==> src/rtl/vga_timing_decoder.sv <==
// rtl/vga_timing_decoder.sv - VGA sink-side timing decoder; optional err_count via DECODER_ERRCNT_EN
module vga_timing_decoder #(
   parameter int H_TOTAL     = 800,
   parameter int V_TOTAL     = 525,
   parameter int H_ACTIVE    = 640,
   parameter int V_ACTIVE    = 480,
   parameter int LOCK_FRAMES = 2
) (
   input  logic       Clk,
   input  logic       Reset_n,
   input  logic       pix_ce,
   input  logic       hs,
   input  logic       vs,
   input  logic       blank_n,
   output logic [9:0] x,
   output logic [9:0] y,
   output logic       pixel_valid,
   output logic       frame_start,
   output logic       locked,
   output logic       timing_error
`ifdef DECODER_ERRCNT_EN
   ,
   output logic [7:0] err_count
`endif
);

   localparam logic [10:0] H_TOTAL_L  = 11'(H_TOTAL);
   localparam logic [10:0] V_TOTAL_L  = 11'(V_TOTAL);
   localparam logic [10:0] H_ACTIVE_L = 11'(H_ACTIVE);
   localparam logic [10:0] V_ACTIVE_L = 11'(V_ACTIVE);
   localparam logic [4:0]  LOCK_L     = 5'(LOCK_FRAMES);

   typedef enum logic [1:0] {SEARCH = 2'd0, ACQUIRE = 2'd1, LOCKED = 2'd2} state_t;

   state_t      state_q, state_d;
   logic [3:0]  good_q, good_d;
   logic        frame_bad_q, frame_bad_d;

   logic        hs_prev_q, hs_prev_d;
   logic        vs_prev_q, vs_prev_d;
   logic        hs_seen_q, hs_seen_d;
   logic [9:0]  hcnt_q, hcnt_d;
   logic [9:0]  vcnt_q, vcnt_d;
   logic [10:0] acnt_q, acnt_d;
   logic [9:0]  arows_q, arows_d;
   logic [9:0]  x_q, x_d;
   logic [9:0]  y_q, y_d;
   logic        y_first_q, y_first_d;
   logic        pixel_valid_q, pixel_valid_d;
   logic        frame_start_q, frame_start_d;
   logic        locked_q, locked_d;
   logic        timing_error_q, timing_error_d;

   logic        hs_fall, vs_fall;
   logic [10:0] acnt_line, line_len, vcnt_eff, arows_eff;
   logic        line_bad, frame_bad, violation;
   logic [4:0]  good_inc;
   logic        active_ok, y_first_now;

   // Edge detection, line/frame judgement and the free-running counters
   always_comb begin
      hs_fall   = pix_ce & hs_prev_q & ~hs;
      vs_fall   = pix_ce & vs_prev_q & ~vs;
      // The HS falling-edge sample belongs to the new line, so it sees an empty active count
      acnt_line = hs_fall ? 11'd0 : acnt_q;
      line_len  = {1'b0, hcnt_q} + 11'd1;
      line_bad  = (hs_fall & hs_seen_q &
                   ((line_len != H_TOTAL_L) | ((acnt_q != 11'd0) & (acnt_q != H_ACTIVE_L))))
                | (pix_ce & blank_n & (acnt_line == H_ACTIVE_L));
      // The line closing on this sample is folded into the frame totals before judging
      vcnt_eff  = {1'b0, vcnt_q} + {10'd0, hs_fall};
      arows_eff = {1'b0, arows_q} + {10'd0, hs_fall & (acnt_q != 11'd0)};
      frame_bad = vs_fall & (frame_bad_q | line_bad |
                             (vcnt_eff != V_TOTAL_L) | (arows_eff != V_ACTIVE_L));
      violation = line_bad | frame_bad;

      hs_prev_d = hs_prev_q;
      vs_prev_d = vs_prev_q;
      hs_seen_d = hs_seen_q;
      hcnt_d    = hcnt_q;
      vcnt_d    = vcnt_q;
      acnt_d    = acnt_q;
      arows_d   = arows_q;
      if (pix_ce) begin
         hs_prev_d = hs;
         vs_prev_d = vs;
         hs_seen_d = hs_seen_q | hs_fall;
         if (hs_fall)
            hcnt_d = 10'd0;
         else if (hcnt_q != 10'h3ff)
            hcnt_d = hcnt_q + 10'd1;
         if (vs_fall)
            vcnt_d = 10'd0;
         else if (hs_fall && (vcnt_q != 10'h3ff))
            vcnt_d = vcnt_q + 10'd1;
         acnt_d = acnt_line;
         if (blank_n && (acnt_line != 11'h7ff))
            acnt_d = acnt_line + 11'd1;
         if (vs_fall)
            arows_d = 10'd0;
         else if (hs_fall && (acnt_q != 11'd0) && (arows_q != 10'h3ff))
            arows_d = arows_q + 10'd1;
      end
   end

   // Lock state machine: next state
   always_comb begin
      state_d     = state_q;
      good_d      = good_q;
      frame_bad_d = frame_bad_q;
      good_inc    = {1'b0, good_q} + 5'd1;
      case (state_q)
         SEARCH: begin
            if (vs_fall) begin
               state_d     = ACQUIRE;
               good_d      = 4'd0;
               frame_bad_d = 1'b0;
            end
         end
         ACQUIRE: begin
            if (vs_fall) begin
               frame_bad_d = 1'b0;
               if (frame_bad) begin
                  good_d = 4'd0;
               end else if (good_inc >= LOCK_L) begin
                  state_d = LOCKED;
                  good_d  = 4'd0;
               end else begin
                  good_d = good_inc[3:0];
               end
            end else if (line_bad) begin
               frame_bad_d = 1'b1;
            end
         end
         LOCKED: begin
            if (violation) begin
               state_d     = ACQUIRE;
               good_d      = 4'd0;
               // A violation mid-frame spoils the frame in progress; one at VS already closed it
               frame_bad_d = ~vs_fall;
            end
         end
         default: begin
            state_d     = SEARCH;
            good_d      = 4'd0;
            frame_bad_d = 1'b0;
         end
      endcase
   end

   // Outputs: pulses, lock level and active-pixel coordinates
   always_comb begin
      timing_error_d = (state_q == LOCKED) & violation;
      locked_d       = (state_d == LOCKED);
      frame_start_d  = vs_fall;
      active_ok      = (state_q == LOCKED) & pix_ce & blank_n & ~violation;
      pixel_valid_d  = active_ok;
      y_first_now    = y_first_q | vs_fall;
      y_first_d      = y_first_now;
      x_d            = x_q;
      y_d            = y_q;
      if (active_ok) begin
         if (acnt_line == 11'd0) begin
            x_d = 10'd0;
            if (y_first_now) begin
               y_d       = 10'd0;
               y_first_d = 1'b0;
            end else begin
               y_d = y_q + 10'd1;
            end
         end else begin
            x_d = x_q + 10'd1;
         end
      end
   end

   // Lock state register
   always_ff @(posedge Clk or negedge Reset_n) begin
      if (!Reset_n) begin
         state_q     <= SEARCH;
         good_q      <= 4'd0;
         frame_bad_q <= 1'b0;
      end else begin
         state_q     <= state_d;
         good_q      <= good_d;
         frame_bad_q <= frame_bad_d;
      end
   end

   // Counter and output registers
   always_ff @(posedge Clk or negedge Reset_n) begin
      if (!Reset_n) begin
         hs_prev_q      <= 1'b1;
         vs_prev_q      <= 1'b1;
         hs_seen_q      <= 1'b0;
         hcnt_q         <= 10'd0;
         vcnt_q         <= 10'd0;
         acnt_q         <= 11'd0;
         arows_q        <= 10'd0;
         x_q            <= 10'd0;
         y_q            <= 10'd0;
         y_first_q      <= 1'b0;
         pixel_valid_q  <= 1'b0;
         frame_start_q  <= 1'b0;
         locked_q       <= 1'b0;
         timing_error_q <= 1'b0;
      end else begin
         hs_prev_q      <= hs_prev_d;
         vs_prev_q      <= vs_prev_d;
         hs_seen_q      <= hs_seen_d;
         hcnt_q         <= hcnt_d;
         vcnt_q         <= vcnt_d;
         acnt_q         <= acnt_d;
         arows_q        <= arows_d;
         x_q            <= x_d;
         y_q            <= y_d;
         y_first_q      <= y_first_d;
         pixel_valid_q  <= pixel_valid_d;
         frame_start_q  <= frame_start_d;
         locked_q       <= locked_d;
         timing_error_q <= timing_error_d;
      end
   end

`ifdef DECODER_ERRCNT_EN
   logic [7:0] err_count_q, err_count_d;

   // Saturating count of timing_error pulses
   always_comb begin
      err_count_d = err_count_q;
      if (timing_error_d && (err_count_q != 8'hff))
         err_count_d = err_count_q + 8'd1;
   end

   // Error counter register, cleared only by reset
   always_ff @(posedge Clk or negedge Reset_n) begin
      if (!Reset_n)
         err_count_q <= 8'd0;
      else
         err_count_q <= err_count_d;
   end

   assign err_count = err_count_q;
`endif

   assign x            = x_q;
   assign y            = y_q;
   assign pixel_valid  = pixel_valid_q;
   assign frame_start  = frame_start_q;
   assign locked       = locked_q;
   assign timing_error = timing_error_q;

endmodule

==> config.mk <==
export PLATFORM = sky130hd
export DESIGN_NAME = vga_timing_decoder
export DESIGN_NICKNAME = d
export VERILOG_FILES = /design/src/rtl/vga_timing_decoder.sv
export SDC_FILE = /design/constraint.sdc
export NUM_CORES = 1
export LEC_CHECK = 0
export CAP_MARGIN = 10
export CORE_MARGIN = 8
export CORE_UTILIZATION = 23
export CTS_CLUSTER_SIZE = 12
export DETAILED_ROUTE_END_ITERATION = 8
export GPL_ROUTABILITY_DRIVEN = 1
export PLACE_DENSITY = 0.44
export SETUP_SLACK_MARGIN = 0.02
export SLEW_MARGIN = 15
export SYNTH_ARGS = -nofsm -noshare
export SYNTH_HDL_FRONTEND = slang
export SYNTH_SLANG_ARGS = --single-unit
==> constraint.sdc <==
create_clock -name Clk -period 4.8 [get_ports Clk]
set_input_delay 0.96 -clock Clk [delete_from_list [all_inputs] [get_ports Clk]]
set_output_delay 0.96 -clock Clk [all_outputs]
set_load 0.02 [all_outputs]
==> key figures, run 1 <==
Timing
  • Final Setup Violations: 0
  • Final Hold Fails: 0
  • Final Skew: 12.5 ps
  • Sum Neg Setup Slack: 0 ps
  • Max Freq: 228 MHz
  • Final min period: 4380 ps
  • Slew Viols, Final: 0
  • RSZ-0062 raised after global routing: false
  • Slew HR: 31.3%
  • Setup ws final: 416 ps
  • Slew @ Worst Pin: 1030 ps
  • Period Utilization, post-route: 91.3%
  • Hold slack: 471 ps

Global route
  • Maximum number of pins on one net before global-route repair: 77
  • Grt total ovfl: 0
  • GRT Overall Usage: 10.1%
  • First-pass GRT wire length: 19.7 mm
  • Number of global-route vias before repair: 3791
  • Initial antenna violation count: 0

Power and ir drop
  • Clock share of power: 36.4%
  • Power per Cell Area: 316 nW/um2
  • Comb pwr share: 18.5%
  • Switching Power: 0.000529 W
  • Seq pwr share: 45.1%
  • Sw frac: 31.0%
  • VDD IR-drop max: 0.154 mV
  • Power Total: 0.00170 W
  • Leakage: 2.15 nW
  • P_int: 0.00117 W

Routing
  • Initial drt markers: 153
  • DR pass1 iterations: 4
  • Antenna Violating Nets Remaining: 0
  • Total routed wirelength: 11.4 mm
  • WL per Instance: 14.2 um
  • Remaining DRCs: 0
  • Routed vias: 3776
  • Vias per cell: 4.70

Clock tree
  • Resize count post-CTS: 0
  • Clock sink count: 76
  • Clock edge transition at the registers on the reported setup and hold paths: 60 ps
  • Clock tree from TritonCTS: yes
  • CTS Buffer Depth: 2
  • CTS Buf Count: 9
  • Hold buffers post-CTS: 0
  • Clk Latency, worst-skew pair: 340 ps
  • Clock Tree Root: clkbuf_16
  • Post-CTS Setup Inserts: 0
  • H-tree lvl count: 3

Worst setup path
  • CP Data Arrival Time: 4600 ps
  • Crit path required time: 5020 ps
  • Path depth of the worst reg2reg path: 13
  • Buf+Inv Stages, Crit Path: 0
  • RR Startpoint: acnt_q[6]
  • CP max stage delay: 550 ps
  • CP cell instances: or4_1 > nand2b_1 > nor3_1 > a21oi_1 > ha_1 > ha_1 > or3_2 > or4_1 > nor4_4 > a21o_2 > nand4_1 > o21ai_0 > o31ai_1
  • Critical path's slowest cell: or4_1
  • CP Max Fanout: 10
  • CP Class: register to register
  • Crit path launch type: register
  • FF-to-FF End: y[9]
  • Reg2Reg Setup Slack: 420 ps
  • Crit end category: register
  • Top Family by Delay on Critical Path: simple AND/OR/NAND/NOR gates

Synthesis
  • Mapped Avg Cell Area: 9.06 um2
  • EDFF count, synth: 0
  • Cell count after synthesis: 501
  • Dominant synthesized flop cell: dfrtp_1
  • Yosys warnings: 0
  • Post-Syn Area: 4540 um2
  • Flops & latches, synth: 76
  • Post-synthesis sequential area ratio: 41.9%
  • Distinct cells, synth: 68
  • Syn_nets: 524
  • Synth async-reset ratio: 100%

Min path
  • HP Class: register to register
  • Worst hold path depth: 1
  • WHS Endpoint: hs_seen_q
  • Worst min-delay path startpoint: hs_seen_q

Finish
  • Number of diodes: 0
  • Share of cells above drive strength 1: 8.92%
  • Commonest non-fill, non-tap cell in the layout: dfrtp_1
  • Area Overhead vs Synth: 18.8%
  • Final non-filler cell total: 803
  • Most frequent cells in the layout: dfrtp_1 (74), o21ai_0 (51), nor2_1 (51)
  • Filler instances: 2078
  • Final #Nets: 556

Placement
  • Placed cell count: 787
  • Post-DP HPWL: 8.08 mm
  • Pre-CTS setup slack: 145 ps
  • RePlAce Congestion: 0.841
  • I/O Buffers: 29

Floorplanning
  • Die W: 157 um
  • Die area: 24500 um2
  • Core Box Area: 19400 um2
  • Starting density of the core: 23.4%
  • Placement row count: 51
  • Die height: 157 um
  • Ports: 30

Flow run
  • Max_cap viols: 0

Run status
  • Outcome: finished, final reports clean
[metrics by stage]
step | utilization, % | cell area (um2)
after CTS | 27.8 | 5400
after detailed placement | 26.4 | 5130
after floorplan | - | 4540
after global routing | 27.8 | 5400
after global placement | 26.4 | 5130
final | 27.8 | 5400
[power by group through the flow]
stage | registers, W | clock network [W] | logic (W)
2_1_floorplan | 0.000753 | 0 | 0.000236
3_3_place_gp | 0.000780 | 0 | 0.000317
3_5_place_dp | 0.000779 | 0 | 0.000320
4_1_cts | 0.000768 | 0.000654 | 0.000322
5_1_grt | 0.000781 | 0.000682 | 0.000361
6_report | 0.000768 | 0.000620 | 0.000316
[cells by family after synthesis]
family          after synthesis  share of synthesized area [%]
simple gates                232                           27.4
compound gates              116                           16.7
flops                        76                           41.9
buf+inv                      29                           3.11
xor+xnor                     26                           5.02
fa+ha+maj                    17                           4.68
mux                           5                           1.16
[cell type report]
| cell class | instances | area (um2) | area share [%] |
|---|---|---|---|
| Tap cell | 265 | 332 | 6.15 |
| Timing Repair Buffer | 37 | 348 | 6.45 |
| Clock inverter | 6 | 38.8 | 0.719 |
| Inverter | 13 | 48.8 | 0.904 |
| Multi-Input combinational cell | 396 | 2490 | 46.2 |
| Sequential cell | 76 | 1900 | 35.3 |
| Clock buffer | 10 | 229 | 4.24 |
[routing by layer]
metal / routed length (um) / GRT usage, % / vias up / part of all wire (%)
li1: - / - / 1890 / -
met4: 128 / 2.88 / 0 / 1.1
met1: 5750 / 13.3 / 1833 / 50
met3: 463 / 3.45 / 7 / 4.1
met5: 0 / 0 / - / 0
met2: 5040 / 15.4 / 46 / 44
[worst max path at each step]
| stage | startpoint | end | cells past startpoint | slack, ps |
|---|---|---|---|---|
| floorplan | hs | y[7] | 12 | 760 |
| global placement | hs | locked | 13 | 200 |
| detailed placement | hs | y[9] | 12 | 140 |
| CTS | acnt_q[6] | y[9] | 13 | 420 |
| global route | acnt_q[6] | y[5] | 13 | 70 |
| finish | acnt_q[6] | y[9] | 13 | 420 |
[cell usage after synthesis (3+ instances only)]
master | n | share of area [%]
a31oi_1 | 5 | 0.69
inv_1 | 12 | 0.99
and2_1 | 11 | 1.5
clkbuf_1 | 7 | 0.58
buf_4 | 3 | 0.50
a22o_1 | 3 | 0.58
o21a_1 | 3 | 0.50
mux2i_1 | 3 | 0.66
nor2b_1 | 3 | 0.41
nand3b_1 | 4 | 0.66
or4_1 | 4 | 0.66
o21ai_0 | 51 | 5.6
or3_1 | 10 | 1.4
and3_1 | 5 | 0.69
ha_1 | 17 | 4.7
nand2b_1 | 11 | 1.5
o2111ai_1 | 3 | 0.58
nand3_1 | 23 | 2.5
xor2_1 | 14 | 2.7
o31ai_1 | 14 | 2.3
dfrtp_1 | 74 | 41
xnor2_1 | 12 | 2.3
nor2_1 | 51 | 4.2
nor4b_1 | 3 | 0.58
a21oi_1 | 17 | 1.9
nand4b_1 | 3 | 0.58
nor3_1 | 15 | 1.7
nand2_1 | 49 | 4.1
nand4_1 | 18 | 2.5
[state kept, by name (all words and copies together), names as in the netlist, 2 cells and up]
register and count:
state_q 2, vcnt_q 10, arows_q 10, good_q 4
y 10, hcnt_q 10, acnt_q 11, x 10
No activity file was read; power rests on OpenSTA's default activity.
==> inputs of run 2 (changes only) <==
CAP_MARGIN = not set   (was 10)
==> results of run 2 <==
Final layout, timing and power as in run 1 (identical DEF).
==> inputs of run 3 (changes only) <==
CTS_CLUSTER_SIZE = 10   (was 12)
==> results of run 3 <==
Final layout, timing and power as in run 1 (identical DEF).
==> patch, RTL diff (flow settings as in run 3) <==
The output `timing_error` loses its register stage (`timing_error_q` becomes a continuous assignment).
--- a/src/rtl/vga_timing_decoder.sv
+++ b/src/rtl/vga_timing_decoder.sv
@@ -205,3 +205,2 @@
          locked_q       <= 1'b0;
-         timing_error_q <= 1'b0;
       end else begin
@@ -220,5 +219,6 @@
          locked_q       <= locked_d;
-         timing_error_q <= timing_error_d;
-      end
-   end
+      end
+   end
+
+   assign timing_error_q = timing_error_d;
 
Behaviour: same outputs for any inputs over 10 cycles, from zero or initial values and one cycle with Reset_n low; that may be too few to reach the edited logic, so the function may still have changed.
==> patch against run 3 <==
  * Clock power is 20% higher
  * Sequential share of layout area decreased by 3.2 points
  * Clock skew up 0.0010 ns
  * Combinational power increased by 24%
  * Worst hold slack better by 0.013 ns
  * Power up 12%
  * Routed wire length rose by 3.6%
  * Via count rose by 5.3%
  * Area after synthesis down 0.55%
  * Cell area is 8.6% higher
  * Setup slack worse by 0.23 ns
  * Sequential cell count decreased by 1
  * First-iteration DRC count is 37% higher
  * Largest power group unchanged
==> patch: results (changes against run 3) <==
[worst_setup_path]
crit_path_top_delay_cell=or4_4
r2r-end=x[7]$_DFFE_PN0N_
ff2ff_path_depth=26  ; +13
rrSetupSlack_ns=0.23  ; -0.19 ns
crit_path_max_fanout=2  ; -8

[final_layout]
largest_register_ffs=11  ; unchanged
nets=596  ; +7.2%
instances_no_fill=843  ; +5.0%

[status]
outcome=finished clean

[power]
ir_drop_mv=0.174  ; +13%
pwr-share-seq=0.402  ; -0.049
leakage_nw=2.38  ; +11%
comb_cell_power_w=0.000392  ; +24%
power.switching_w=0.000571  ; +8.0%

[synth]
synth_area_leaders=dfrtp_1, o21ai_0, ha_1, nor2_1, nand2_1
yosys-top-cells-count=dfrtp_1, nor2_1, o21ai_0, nand2_1, nand3_1
seq_area_frac_synth=0.416  ; -0.00322
synth_cells=500  ; -0.20%

[worst_hold_path]
hold_path_class=flip-flop to flip-flop
hold_end=y[9]$_DFFE_PN0P_
min_from=y[9]$_DFFE_PN0P_

[place]
gp_congestion=0.790  ; -6.0%
place_worst_setup_slack_ns=-0.583  ; -0.728 ns
dp_hpwl_mm=8.31  ; +2.8%
dp_cells=807  ; +2.5%

[sta]
layout_setup_ws_ns=0.182  ; -0.234 ns
fin_skew_ns=0.0135  ; +0.00101 ns
slew_headroom=0.332  ; +0.0185

[global_route]
grt_start_max_net_pins=76  ; -1.3%
grt.total_usage=0.101  ; -0.000150
grt_pass1_wl_mm=19.9  ; +0.84%

[drt]
drt_iter0_markers=210  ; +37%
num_vias=3975  ; +5.3%

[patch: worst max-delay path by stage]
stage,end,cells after the start
floorplan,timing_error,12
CTS,timing_error,13
global placement,timing_error,12
detailed placement,timing_error,12
finish,timing_error,13
global route,x[7]$_DFFE_PN0N_,28
[patch: timing repair]
action	in CTS	in global routing
resized for setup	21	11
setup endpoints to repair	1	2
buffers inserted	18	3
pin swaps	11	8
[patch: cell type report]
cell class | count | area [um^2]
fillers | 2045 | 13500
multi-input cells | 396 | 2620
flip-flops and latches | 75 | 1880
repair buffers | 78 | 654
well taps | 265 | 332
clock buffers | 9 | 225
clock inverters | 7 | 97.6
inverters | 13 | 48.8
[patch: cell families (layout without fill, tap and decap cells)]
family                   after synthesis  after routing  share of synthesized area
buffers and inverters                 29            107                     0.0313
multiplexers                           5              5                     0.0116
AND/OR/NAND/NOR                      232            232                      0.275
adder cells (fa/ha/maj)               17             17                     0.0471
XOR/XNOR                              26             26                     0.0504
flip-flops                            75             75                      0.416
AO/OA/AOI/OAI                        116            116                      0.168
[patch: routing by layer]
metal,track usage,part of all wire,up-vias,wire (um)
met4,0.0352,0.017,0,197
met2,0.160,0.46,48,5380
met3,0.0296,0.040,12,472
li1,-,-,1963,-
met5,0,0,-,0
met1,0.128,0.49,1952,5740
[patch: stage by stage]
stage	hold WS, ns	area, um^2	util	power [W]
6_report	0.484	5860	0.303	0.00190
5_1_grt	0.522	5860	0.303	0.00202
4_1_cts	0.486	5780	0.299	0.00193
3_5_place_dp	0.472	5260	0.272	0.00111
3_3_place_gp	0.459	5260	0.272	0.00111
2_1_floorplan	0.435	4520	-	0.000981
